$ cat src/rtl/demux14_router.sv
// -----------------------------------------------------------------------------
// demux14_router
// Registered 1-to-4 demultiplexer with valid/ready handshakes. Each input beat
// carries a 2-bit select and is steered into one of four single-entry holding
// registers (channels a, b, c, d). No combinational path exists from in_data
// to any output data; accept-to-out_valid latency is exactly one cycle.
//
// Optional feature macro: DEMUX_CNT_EN
//   When defined, per-channel saturating accepted-beat counters are added and
//   exposed on a_cnt..d_cnt. When undefined, those ports and counters are absent.
//
// Ports:
//   clk        in   1      rising-edge clock
//   rst_n      in   1      asynchronous active-low reset
//   in_valid   in   1      input beat valid
//   in_sel     in   2      destination: 0=a, 1=b, 2=c, 3=d
//   in_data    in   WIDTH  input beat payload
//   in_ready   out  1      beat accepted when in_valid & in_ready
//   a..d_data  out  WIDTH  channel holding-register contents
//   out_valid  out  4      per-channel valid (bit0=a .. bit3=d)
//   out_ready  in   4      per-channel consumer ready (same order)
//   a..d_cnt   out  CNT_W  accepted-beat counters (DEMUX_CNT_EN only)
// -----------------------------------------------------------------------------
`timescale 1ns/1ps
module demux14_router #(
  parameter int WIDTH = 8,
  parameter int CNT_W = 8
) (
  input  logic             clk,
  input  logic             rst_n,
  input  logic             in_valid,
  input  logic [1:0]       in_sel,
  input  logic [WIDTH-1:0] in_data,
  output logic             in_ready,
  output logic [WIDTH-1:0] a_data,
  output logic [WIDTH-1:0] b_data,
  output logic [WIDTH-1:0] c_data,
  output logic [WIDTH-1:0] d_data,
  output logic [3:0]       out_valid,
  input  logic [3:0]       out_ready
`ifdef DEMUX_CNT_EN
  ,
  output logic [CNT_W-1:0] a_cnt,
  output logic [CNT_W-1:0] b_cnt,
  output logic [CNT_W-1:0] c_cnt,
  output logic [CNT_W-1:0] d_cnt
`endif
);

  typedef enum logic {EMPTY = 1'b0, FULL = 1'b1} state_t;

  logic [3:0]       w_full;
  logic [3:0]       w_load;
  logic             w_accept;
  logic [WIDTH-1:0] w_data [4];

  // Ready depends only on the selected channel: free, or draining this cycle.
  always_comb begin
    in_ready = 1'b1;
    case (in_sel)
      2'd0:    in_ready = !w_full[0] || out_ready[0];
      2'd1:    in_ready = !w_full[1] || out_ready[1];
      2'd2:    in_ready = !w_full[2] || out_ready[2];
      2'd3:    in_ready = !w_full[3] || out_ready[3];
      default: in_ready = 1'b1;
    endcase
  end

  assign w_accept = in_valid && in_ready;

  for (genvar k = 0; k < 4; k++) begin : g_ch
    state_t           r_state;
    logic [WIDTH-1:0] r_data;

    assign w_load[k] = w_accept && (in_sel == 2'(k));

    // Channel state and holding register; a load wins over a drain so
    // back-to-back beats keep the channel FULL with no bubble.
    always_ff @(posedge clk or negedge rst_n) begin
      if (!rst_n) begin
        r_state <= EMPTY;
        r_data  <= '0;
      end else begin
        case (r_state)
          EMPTY: begin
            if (w_load[k]) begin
              r_state <= FULL;
              r_data  <= in_data;
            end else begin
              r_state <= EMPTY;
            end
          end
          FULL: begin
            if (w_load[k]) begin
              r_data  <= in_data;
            end else if (out_ready[k]) begin
              r_state <= EMPTY;
            end else begin
              r_state <= FULL;
            end
          end
          default: r_state <= EMPTY;
        endcase
      end
    end

    assign w_full[k] = (r_state == FULL);
    assign w_data[k] = r_data;

`ifdef DEMUX_CNT_EN
    logic [CNT_W-1:0] r_cnt;

    // Saturating count of beats accepted into this channel.
    always_ff @(posedge clk or negedge rst_n) begin
      if (!rst_n) begin
        r_cnt <= '0;
      end else if (w_load[k] && (r_cnt != {CNT_W{1'b1}})) begin
        r_cnt <= r_cnt + {{(CNT_W-1){1'b0}}, 1'b1};
      end else begin
        r_cnt <= r_cnt;
      end
    end
`endif
  end

  assign out_valid = w_full;
  assign a_data    = w_data[0];
  assign b_data    = w_data[1];
  assign c_data    = w_data[2];
  assign d_data    = w_data[3];

`ifdef DEMUX_CNT_EN
  assign a_cnt = g_ch[0].r_cnt;
  assign b_cnt = g_ch[1].r_cnt;
  assign c_cnt = g_ch[2].r_cnt;
  assign d_cnt = g_ch[3].r_cnt;
`endif

endmodule

$ cat config.mk
export PLATFORM = sky130hd
export DESIGN_NAME = demux14_router
export DESIGN_NICKNAME = d
export VERILOG_FILES = /design/src/rtl/demux14_router.sv
export SDC_FILE = /design/constraint.sdc
export NUM_CORES = 1
export LEC_CHECK = 0
export ABC_CLOCK_PERIOD_IN_PS = 2930
export BUFFER_PORTS_ARGS = -buffer_cell sky130_fd_sc_hd__buf_2
export CORE_ASPECT_RATIO = 1.5
export CORE_UTILIZATION = 51
export DETAILED_ROUTE_END_ITERATION = 16
export HOLD_SLACK_MARGIN = 0.1
export PLACE_DENSITY_LB_ADDON = 0.25
export SYNTH_ARGS = -nofsm -noshare
export SYNTH_HDL_FRONTEND = slang
export SYNTH_SLANG_ARGS = --single-unit
$ cat constraint.sdc
create_clock -name clk -period 2.93 [get_ports clk]
set_clock_uncertainty 0.1 [all_clocks]
set_input_delay 0.293 -clock clk [delete_from_list [all_inputs] [get_ports clk]]
set_output_delay 0.293 -clock clk [all_outputs]
set_load 0.02 [all_outputs]
==> results by group, run 1 <==
Clocking
  – Clock tree from TritonCTS: done
  – Post-cts gate resize count: 0
  – Number of buffers on the longest clock path: 2
  – CTS HTree Levels: 2
  – Clock buffer count from CTS: 5
  – Clock transition at the register clock pins on the worst setup and hold paths after CTS: 0.07 ns
  – CTS Hold Bufs: 1
  – Clock net sink count: 36
  – Count of buffers added by post-CTS timing repair for setup: 0
  – Clock root buffer: sky130_fd_sc_hd__clkbuf_8
  – Latest clock arrival within the worst-skew pair: 0.29 ns

Floorplan
  – Total I/O pin count: 54
  – Die Height: ~67 um
  – Die Width: approximately 45 um
  – Floorplan row count: 23
  – Core ar.: 2680 um2
  – Die Area: about 3000 um2
  – Initial Utilization: 0.533

Setup path
  – Kind of launch point of the worst setup path: flop
  – Critical R2R Launch: g_ch[3].r_state
  – Register-to-register setup slack: around 1.2 ns
  – Length in cells of the worst reg-to-reg path: 3
  – Critical Path Start: g_ch[0].r_state
  – Critical Path AT: ~1.4 ns
  – Worst reg2reg endpoint: d_data[1]
  – Required time at the endpoint of the critical path: between 2 and 3 ns
  – Category of the critical setup timing path: reg -> out
  – Crit. End Element: output pin
  – Maximum fanout along the worst path: 3
  – Worst Setup EP: in_ready

Power and ir drop
  – Power per cell area: ~760 nW/um2
  – Share of power burned in combinational logic: 0.270
  – Net Sw Frac: 0.316
  – Portion of total power attributed to the clock network: 0.262
  – Internal: 0.936 mW
  – Switching component of the power: ~0.43 mW
  – Overall Power: around 1.4 mW
  – Leakage Power: 0.880 nW
  – Maximum VDD drop: between 400 and 500 uV
  – Sequential share of power: 0.468

Yosys
  – Share of the synthesized area in compound gates (AO/OA/AOI/OAI): 0.00351
  – Basic-gate share of the synthesized area counting and, or, nand and nor cells: 0.0684
  – Xor-xnor portion of the synthesized cell area: 0
  – Area of the mapped netlist: between 1000 and 1500 um2
  – Combinational family with the most area after synthesis: multiplexers
  – Dominant cell by count in the synthesized netlist: sky130_fd_sc_hd__dfrtp_1
  – Mux contribution to synthesized area: 0.268
  – Commonest cells in the netlist: sky130_fd_sc_hd__dfrtp_1, sky130_fd_sc_hd__mux2_2, sky130_fd_sc_hd__nand2_1
  – Cell type with the highest aggregate area in the netlist: sky130_fd_sc_hd__dfrtp_1
  – Number of synthesized flops with an enable pin: 0
  – Unique masters post-synth: 13
  – Dominant synthesized flop cell: sky130_fd_sc_hd__dfrtp_1
  – Async S/R FF share, synth: 1.00
  – Yosys reg bits: 36
  – Average instance area after synthesis: ~16 um2
  – Synth top area share: 0.632
  – YS warnings: 0
  – Proportion of synthesized chip area in sequential cells: 0.632
  – Net count of the mapped netlist: between 100 and 150
  – Adder-cell area share of the yosys netlist: 0
  – Cells taking the most area after synthesis: sky130_fd_sc_hd__dfrtp_1, sky130_fd_sc_hd__mux2_2, sky130_fd_sc_hd__buf_4
  – Gate count of the mapped netlist: 91

GRT
  – GR peak layer: met2
  – Antenna violations before repair: 0
  – Global Route met3 Usage: 0.0732
  – Wire length of the first global-routing pass: ~4300 um
  – GR Util met1: 0.233
  – Met2 Use GR: 0.326
  – Vias in the first global route: just over 900
  – Total gr overflow: 0
  – Largest net degree at the start of global routing: 37
  – GRT Overall Usage: 0.210

STA
  – Total of endpoints with negative setup slack in the final report: 0
  – Final hold vios: 0
  – Slew HR: 0.493
  – Time the worst path needs with I/O delays and setup: between 1.5 and 2 ns
  – Worst Hold Margin: ~0.17 ns
  – Setup_tns: 0 ns
  – Worst-Margin Slew: 0.760 ns
  – Final count of pins violating max slew: 0
  – Final worst path period share: 0.601
  – Unrepaired setup endpoints after global routing: no
  – Max Clock Freq: between 500 and 600 MHz

Finish
  – Diode insertion count for antenna repair: 0
  – Area added between synthesis and finish: 26.2%
  – Post-Route Utilization: 0.673
  – Area occupied by multi-input gates: between 400 and 500 um2
  – Share of final-layout standard cells stronger than drive strength 1: 0.653
  – Nets@finish: around 160
  – Layout filler cell count: 212
  – Area occupied by registers: 901 um2

Routing
  – Routed wire per std cell: around 14 um
  – Total routed wirelength: approximately 2600 um
  – Final routed DRC violation total: 0
  – Vias per cell: around 5
  – Number of DRC markers after the initial detailed-route iteration: 5
  – Via total after detailed routing: around 900
  – ANT nets after route: 0
  – First-pass detailed-route iteration total: 2

Place
  – Half-perimeter wire length after detailed placement: roughly 1900 um
  – I/O Buffers: 53
  – Gp weighted congestion: 0.787

Flow run
  – Max-cap violation count: 0

Status
  – Status: complete, no violations

Worst hold path
  – Class of the tightest hold or removal check: in -> reg
-- worst min-delay path by stage --
stage | startpoint | end | slack, ns | depth (start not counted)
after floorplan | rst_n | a_data[0] | -0.10 | 0
after global placement | rst_n | a_data[4] | 0.30 | 1
after detailed placement | rst_n | g_ch[0].r_state | 0.31 | 1
after CTS | in_data[2] | a_data[2] | 0.16 | 2
after global routing | in_data[4] | b_data[4] | 0.17 | 2
final | in_data[0] | a_data[0] | 0.17 | 2
-- worst max-delay path: stages (launching register included) --
cell and delay (ns):
sky130_fd_sc_hd__dfrtp_1 0.35, sky130_fd_sc_hd__nand2b_1 0.11, sky130_fd_sc_hd__mux4_2 0.46, sky130_fd_sc_hd__buf_2 0.17
-- per-layer routing --
layer | up-vias | routed length [um]
met1 | 448 | 1030
met5 | - | 0
met3 | 6 | 160
li1 | 426 | -
met4 | 0 | 73
met2 | 39 | 1340
-- state kept, by name (all words and copies together), names as in the netlist --
| name | count |
|---|---|
| a_data | 8 |
| g_ch.r_state | 4 |
| b_data | 8 |
| d_data | 8 |
| c_data | 8 |
-- power groups by stage --
stage | sequential (mW) | clock (mW) | combinational (mW)
floorplan | 0.767 | 0 | 0.115
global placement | 0.647 | 0 | 0.365
detailed placement | 0.650 | 0 | 0.373
CTS | 0.642 | 0.373 | 0.374
global route | 0.652 | 0.388 | 0.394
finish | 0.641 | 0.358 | 0.369
-- cell type report --
| class | count | share of cell area |
|---|---|---|
| clock buffer | 6 | 0.0459 |
| sequential | 36 | 0.500 |
| multi-input combinational | 49 | 0.270 |
| clock inverter | 2 | 0.00556 |
| timing repair buffer | 54 | 0.153 |
| tap | 37 | 0.0257 |
-- layout by cell type, fill, tap and decap left out --
cell type	netlist	final
sky130_fd_sc_hd__clkinv_2	0	2
sky130_fd_sc_hd__dlygate4sd3_1	0	1
sky130_fd_sc_hd__clkbuf_8	0	6
sky130_fd_sc_hd__and3_1	1	1
sky130_fd_sc_hd__nand2_1	5	5
sky130_fd_sc_hd__mux4_2	1	1
sky130_fd_sc_hd__dfrtp_1	36	36
sky130_fd_sc_hd__nand2b_1	4	4
sky130_fd_sc_hd__nor3b_4	1	1
sky130_fd_sc_hd__nand3_1	1	1
sky130_fd_sc_hd__nor2b_1	2	2
sky130_fd_sc_hd__nand3b_2	1	1
sky130_fd_sc_hd__buf_2	2	53
sky130_fd_sc_hd__o21ai_0	1	1
sky130_fd_sc_hd__mux2_2	32	32
-- logic make-up after synthesis --
kind of cell,count (synthesis)
DFF,36
AOI/OAI and AO/OA,1
and+or+nand+nor,15
muxes,33
buffers and inverters,6
-- per-stage QoR --
stage          instance area (um2)  cells  setup slack [ns]
2_1_floorplan                 1430     91              1.55
3_3_place_gp                  1700    175              1.21
3_5_place_dp                  1700    175              1.13
4_1_cts                       1800    184              1.14
5_1_grt                       1800    184              1.11
6_report                      1800    184              1.17
Note: power is estimated with default switching activity, not from simulation.
==> inputs of run 2 (changes only) <==
--- a/config.mk
+++ b/config.mk
@@ -5,10 +5,11 @@
 export SDC_FILE = /design/constraint.sdc
 export NUM_CORES = 1
 export LEC_CHECK = 0
-export ABC_CLOCK_PERIOD_IN_PS = 2930
+export ABC_AREA = 1
+export ABC_CLOCK_PERIOD_IN_PS = 1700
 export BUFFER_PORTS_ARGS = -buffer_cell sky130_fd_sc_hd__buf_2
 export CORE_ASPECT_RATIO = 1.5
-export CORE_UTILIZATION = 51
+export CORE_UTILIZATION = 50
 export DETAILED_ROUTE_END_ITERATION = 16
 export HOLD_SLACK_MARGIN = 0.1
 export PLACE_DENSITY_LB_ADDON = 0.25
==> constraint.sdc (replaced) <==
create_clock -name clk -period 1.7 [get_ports clk]
set_clock_uncertainty 0.1 [all_clocks]
set_input_delay 0.17 -clock clk [delete_from_list [all_inputs] [get_ports clk]]
set_output_delay 0.17 -clock clk [all_outputs]
set_load 0.02 [all_outputs]
==> results by group, run 2 <==
STA
  – Final hold vios: 0
  – Max Clock Freq: between 600 and 700 MHz
  – Final worst path period share: 0.906
  – Post-route worst setup slack: between 0.15 and 0.2 ns
  – Setup_tns: 0 ns
  – Time the worst path needs with I/O delays and setup: 1.54 ns
  – Slew HR: 0.473
  – Worst-Margin Slew: ~0.79 ns
  – Worst Hold Margin: ~0.14 ns
  – Final count of pins violating max slew: 0
  – Unrepaired setup endpoints after global routing: no
  – Total of endpoints with negative setup slack in the final report: 0

Setup path
  – Critical Path AT: around 1.3 ns
  – Kind of launch point of the worst setup path: flop
  – Critical Path Start: g_ch[0].r_state
  – Required time at the endpoint of the critical path: 1.43 ns
  – Maximum fanout along the worst path: 7
  – Critical R2R Launch: g_ch[2].r_state
  – Crit. End Element: output pin
  – Category of the critical setup timing path: reg -> out
  – Register-to-register setup slack: 0.35 ns

Yosys
  – Yosys reg bits: 36
  – Area of the mapped netlist: 1740 um2
  – Cell type with the highest aggregate area in the netlist: sky130_fd_sc_hd__dfrtp_1
  – Synth top area share: 0.517
  – Gate count of the mapped netlist: about 180
  – Cells taking the most area after synthesis: sky130_fd_sc_hd__dfrtp_1, sky130_fd_sc_hd__nand2_1, sky130_fd_sc_hd__nand4_1
  – Commonest cells in the netlist: sky130_fd_sc_hd__nand2_1, sky130_fd_sc_hd__dfrtp_1, sky130_fd_sc_hd__nand4_1
  – Proportion of synthesized chip area in sequential cells: 0.517
  – YS warnings: 0
  – Average instance area after synthesis: between 9 and 10 um2
  – Dominant cell by count in the synthesized netlist: sky130_fd_sc_hd__nand2_1
  – Number of synthesized flops with an enable pin: 0
  – Dominant synthesized flop cell: sky130_fd_sc_hd__dfrtp_1
  – Unique masters post-synth: 16
  – Net count of the mapped netlist: approximately 190
  – Async S/R FF share, synth: 1.00

GRT
  – Antenna violations before repair: 0
  – Met2 Use GR: 0.422
  – GR Util met1: 0.288
  – Total gr overflow: 0
  – GR peak layer: met2
  – Wire length of the first global-routing pass: between 6000 and 7000 um
  – Vias in the first global route: approximately 1,400
  – GRT Overall Usage: 0.246
  – Largest net degree at the start of global routing: 37
  – Global Route met3 Usage: 0.0695

Place
  – I/O Buffers: 53
  – Placed inst area: around 2000 um2
  – Half-perimeter wire length after detailed placement: 2830 um
  – Gp weighted congestion: ~0.87
  – Total instance count after detailed placement: ~260
  – Worst slack at placement: ~0.10 ns

Clocking
  – Clock root buffer: sky130_fd_sc_hd__clkbuf_8
  – Number of buffers on the longest clock path: 2
  – Clock tree from TritonCTS: done
  – Clock net sink count: 36
  – Latest clock arrival within the worst-skew pair: between 0.2 and 0.3 ns
  – Clock transition at the register clock pins on the worst setup and hold paths after CTS: about 0.070 ns
  – CTS HTree Levels: 2
  – Post-cts gate resize count: 0
  – Clock buffer count from CTS: 5

Finish
  – Share of final-layout standard cells stronger than drive strength 1: 0.333
  – Post-Route Utilization: 0.690
  – Area added between synthesis and finish: 27.6%
  – Cell Count, Final, Fillers Out: 280
  – Nets@finish: 256
  – Final instance area: about 2200 um2
  – Diode insertion count for antenna repair: 0
  – Most common cell after layout, fill and taps aside: sky130_fd_sc_hd__nand2_1
  – Commonest cells after routing, fill and taps aside: sky130_fd_sc_hd__nand2_1, sky130_fd_sc_hd__buf_2, sky130_fd_sc_hd__dfrtp_1

Routing
  – First-pass detailed-route iteration total: 4
  – Final routed DRC violation total: 0
  – Number of DRC markers after the initial detailed-route iteration: 53
  – ANT nets after route: 0
  – Routed wire per std cell: roughly 15 um
  – Vias per cell: 5.35
  – Total routed wirelength: 4090 um
  – Via total after detailed routing: 1,497

Floorplan
  – Floorplan row count: 25
  – Total I/O pin count: between 50 and 60
  – Initial Utilization: 0.541
  – Core ar.: roughly 3200 um2
  – Die Area: ~3700 um2
  – Die Height: 74.3 um
  – Die Width: between 50 and 60 um

Status
  – Status: complete, no violations

Power and ir drop
  – Power per cell area: approximately 1200 nW/um2
  – Leakage Power: ~1.2 nW
  – Maximum VDD drop: between 900 and 1000 uV
  – Overall Power: ~2.6 mW

Worst hold path
  – Origin of the worst min-delay path: out_ready[0]
  – Class of the tightest hold or removal check: in -> reg

Flow run
  – Max-cap violation count: 0
==> run 2: cells by family (layout without fill, tap and decap cells) <==
| family | Yosys count | in the layout | synth area share |
|---|---|---|---|
| flops | 36 | 36 | 0.517 |
| buf+inv | 20 | 84 | 0.0804 |
| simple gates | 120 | 120 | 0.403 |
==> run 2: layout make-up <==
cell class	instances	area, um2
fill	247	997
sequential	36	901
multi-input combinational	120	702
timing repair buffer	69	428
clock buffer	6	72.6
tap	40	50.0
inverter	7	36.3
clock inverter	2	35.0
==> run 2: worst paths after layout <==
check | endpoint | cells past startpoint
min reg2reg | d_data[1] | 2
max reg2reg | g_ch[2].r_state | 3
max | in_ready | 4
min in group asynchronous | g_ch[2].r_state | 2
min | g_ch[0].r_state | 4
max in group asynchronous | g_ch[0].r_state | 2
==> run 2: timing repair <==
action | 4_1_cts | 5_1_grt
hold endpoints to repair | 61 | 0
setup buffers | 0 | 2
hold buffers | 12 | 0
setup endpoints to repair | 0 | 1
==> run 2: power by group <==
part	leakage, nW	switching (mW)	internal [mW]
Sequential	0.454	0.0863	1.02
Clock	0.0552	0.300	0.435
Combinational	0.707	0.492	0.248
Total	1.22	0.878	1.70
==> run 2: critical path, stage by stage, from the launching register on <==
cell	delay [ns]
sky130_fd_sc_hd__dfrtp_1	0.38
sky130_fd_sc_hd__nand2_1	0.16
sky130_fd_sc_hd__nand2_1	0.12
sky130_fd_sc_hd__nand4_4	0.13
sky130_fd_sc_hd__buf_2	0.19
==> run 2: per-layer routing <==
metal / vias up / part of all wire / wire, um
li1: 720 / - / -
met1: 712 / 0.40 / 1650
met2: 61 / 0.53 / 2150
met3: 4 / 0.063 / 259
met4: 0 / 0.0073 / 30
met5: - / 0 / 0
==> inputs of run 3 (changes only) <==
--- a/config.mk
+++ b/config.mk
@@ -5,11 +5,10 @@
 export SDC_FILE = /design/constraint.sdc
 export NUM_CORES = 1
 export LEC_CHECK = 0
-export ABC_AREA = 1
 export ABC_CLOCK_PERIOD_IN_PS = 1700
 export BUFFER_PORTS_ARGS = -buffer_cell sky130_fd_sc_hd__buf_2
 export CORE_ASPECT_RATIO = 1.5
-export CORE_UTILIZATION = 50
+export CORE_UTILIZATION = 47
 export DETAILED_ROUTE_END_ITERATION = 16
 export HOLD_SLACK_MARGIN = 0.1
 export PLACE_DENSITY_LB_ADDON = 0.25
==> results by group, run 3 (synthesized netlist as in run 1, its figures left out) <==
Status
  – Status: complete, no violations

Finish
  – Nets@finish: 180
  – Layout filler cell count: ~220
  – Commonest cells after routing, fill and taps aside: sky130_fd_sc_hd__buf_2, sky130_fd_sc_hd__dfrtp_1, sky130_fd_sc_hd__mux2_2
  – Share of final-layout standard cells stronger than drive strength 1: 0.610
  – Diode insertion count for antenna repair: 0
  – Final instance area: about 2000 um2
  – Most common cell after layout, fill and taps aside: sky130_fd_sc_hd__buf_2
  – Area added between synthesis and finish: 40.4%

Clocking
  – Clock tree from TritonCTS: done
  – Clock transition at the register clock pins on the worst setup and hold paths after CTS: approximately 0.070 ns
  – Latest clock arrival within the worst-skew pair: 0.28 ns
  – Clock root buffer: sky130_fd_sc_hd__clkbuf_8
  – Clock buffer count from CTS: 5
  – CTS HTree Levels: 2
  – Clock net sink count: 36
  – Number of buffers on the longest clock path: 2

Flow run
  – Max-cap violation count: 0

GRT
  – Vias in the first global route: ~1,000
  – GRT Overall Usage: 0.205
  – Antenna violations before repair: 0
  – Total gr overflow: 0
  – Largest net degree at the start of global routing: 37
  – Wire length of the first global-routing pass: 4600 um

Routing
  – Total routed wirelength: 3010 um
  – Number of DRC markers after the initial detailed-route iteration: 17
  – Routed wire per std cell: between 10 and 15 um
  – ANT nets after route: 0
  – First-pass detailed-route iteration total: 3
  – Vias per cell: ~4.8
  – Final routed DRC violation total: 0
  – Via total after detailed routing: just under 1,000

Floorplan
  – Floorplan row count: 24
  – Total I/O pin count: between 50 and 60
  – Initial Utilization: 0.495
  – Core ar.: between 2000 and 3000 um2
  – Die Width: roughly 47 um
  – Die Height: around 69 um
  – Die Area: 3260 um2

Setup path
  – Category of the critical setup timing path: reg -> out
  – Critical Path AT: ~1.4 ns
  – Kind of launch point of the worst setup path: flop
  – Crit. End Element: output pin
  – Maximum fanout along the worst path: 3
  – Register-to-register setup slack: about 0.23 ns
  – Required time at the endpoint of the critical path: 1.43 ns

STA
  – Final hold vios: 0
  – Slew HR: 0.701
  – Worst Hold Margin: a little under 0.1 ns
  – Total of endpoints with negative setup slack in the final report: 0
  – Max Clock Freq: 618 MHz
  – Time the worst path needs with I/O delays and setup: about 1.6 ns
  – Final worst path period share: 0.952
  – Unrepaired setup endpoints after global routing: no
  – Setup_tns: 0 ns
  – Final count of pins violating max slew: 0
  – Worst-Margin Slew: 0.448 ns

Place
  – Gp weighted congestion: about 0.7
  – I/O Buffers: 53
  – Half-perimeter wire length after detailed placement: roughly 2000 um
  – Placed inst area: ~1700 um2

Power and ir drop
  – Power per cell area: between 1000 and 1500 nW/um2
  – Overall Power: ~2.6 mW
  – Leakage Power: just under 1 nW
  – Maximum VDD drop: approximately 1000 uV

Worst hold path
  – Class of the tightest hold or removal check: in -> reg
[run 3: final cells by class]
cell class / instances / area (um2) / share of cell area
well taps: 39 / 48.8 / 0.0244
flip-flops and latches: 36 / 901 / 0.450
repair buffers: 71 / 442 / 0.220
clock inverters: 1 / 30.0 / 0.0150
multi-input cells: 49 / 485 / 0.242
clock buffers: 7 / 96.3 / 0.0481
[run 3: worst max-delay path, stage by stage (launching register included)]
cell and delay [ns]:
sky130_fd_sc_hd__dfrtp_1 0.35, sky130_fd_sc_hd__nand2b_1 0.09, sky130_fd_sc_hd__mux4_2 0.47, sky130_fd_sc_hd__buf_6 0.15
[run 3: metal layers]
layer | vias to the layer above | wire length (um) | part of all wire | track usage
li1 | 461 | - | - | -
met1 | 485 | 1260 | 0.42 | 0.241
met2 | 34 | 1570 | 0.52 | 0.329
met3 | 4 | 137 | 0.046 | 0.0677
met4 | 0 | 39 | 0.013 | 0.0857
met5 | - | 0 | 0 | 0
[run 3: worst paths after layout]
kind / to / start / depth (start not counted)
max: in_ready / g_ch[0].r_state / 3
min: g_ch[0].r_state / out_ready[0] / 3
max reg2reg: b_data[5] / g_ch[1].r_state / 3
min reg2reg: c_data[3] / c_data[3] / 1
max in group asynchronous: c_data[3] / rst_n / 3
min in group asynchronous: d_data[2] / rst_n / 3
[run 3: per-stage QoR]
step	std cells	setup WS, ns	utilization
final	203	0.0810	0.695
after global routing	203	0.00478	0.695
after CTS	202	0.0265	0.690
after detailed placement	180	0.179	0.598
after global placement	180	0.212	0.598
after floorplan	91	0.329	-
[run 3: power by group]
part | switching [mW] | internal (mW) | leakage (nW) | total (mW)
clock | 0.292 | 0.517 | 0.0645 | 0.809
sequential | 0.0783 | 1.02 | 0.431 | 1.10
combinational | 0.386 | 0.292 | 0.472 | 0.678
[run 3: repair_timing]
action                                  CTS  global route
hold buffers                             14             0
endpoints found under the setup margin    0             1
buffers inserted                          0             1
hold endpoints to repair                 70             0
gates resized for setup                   0             2
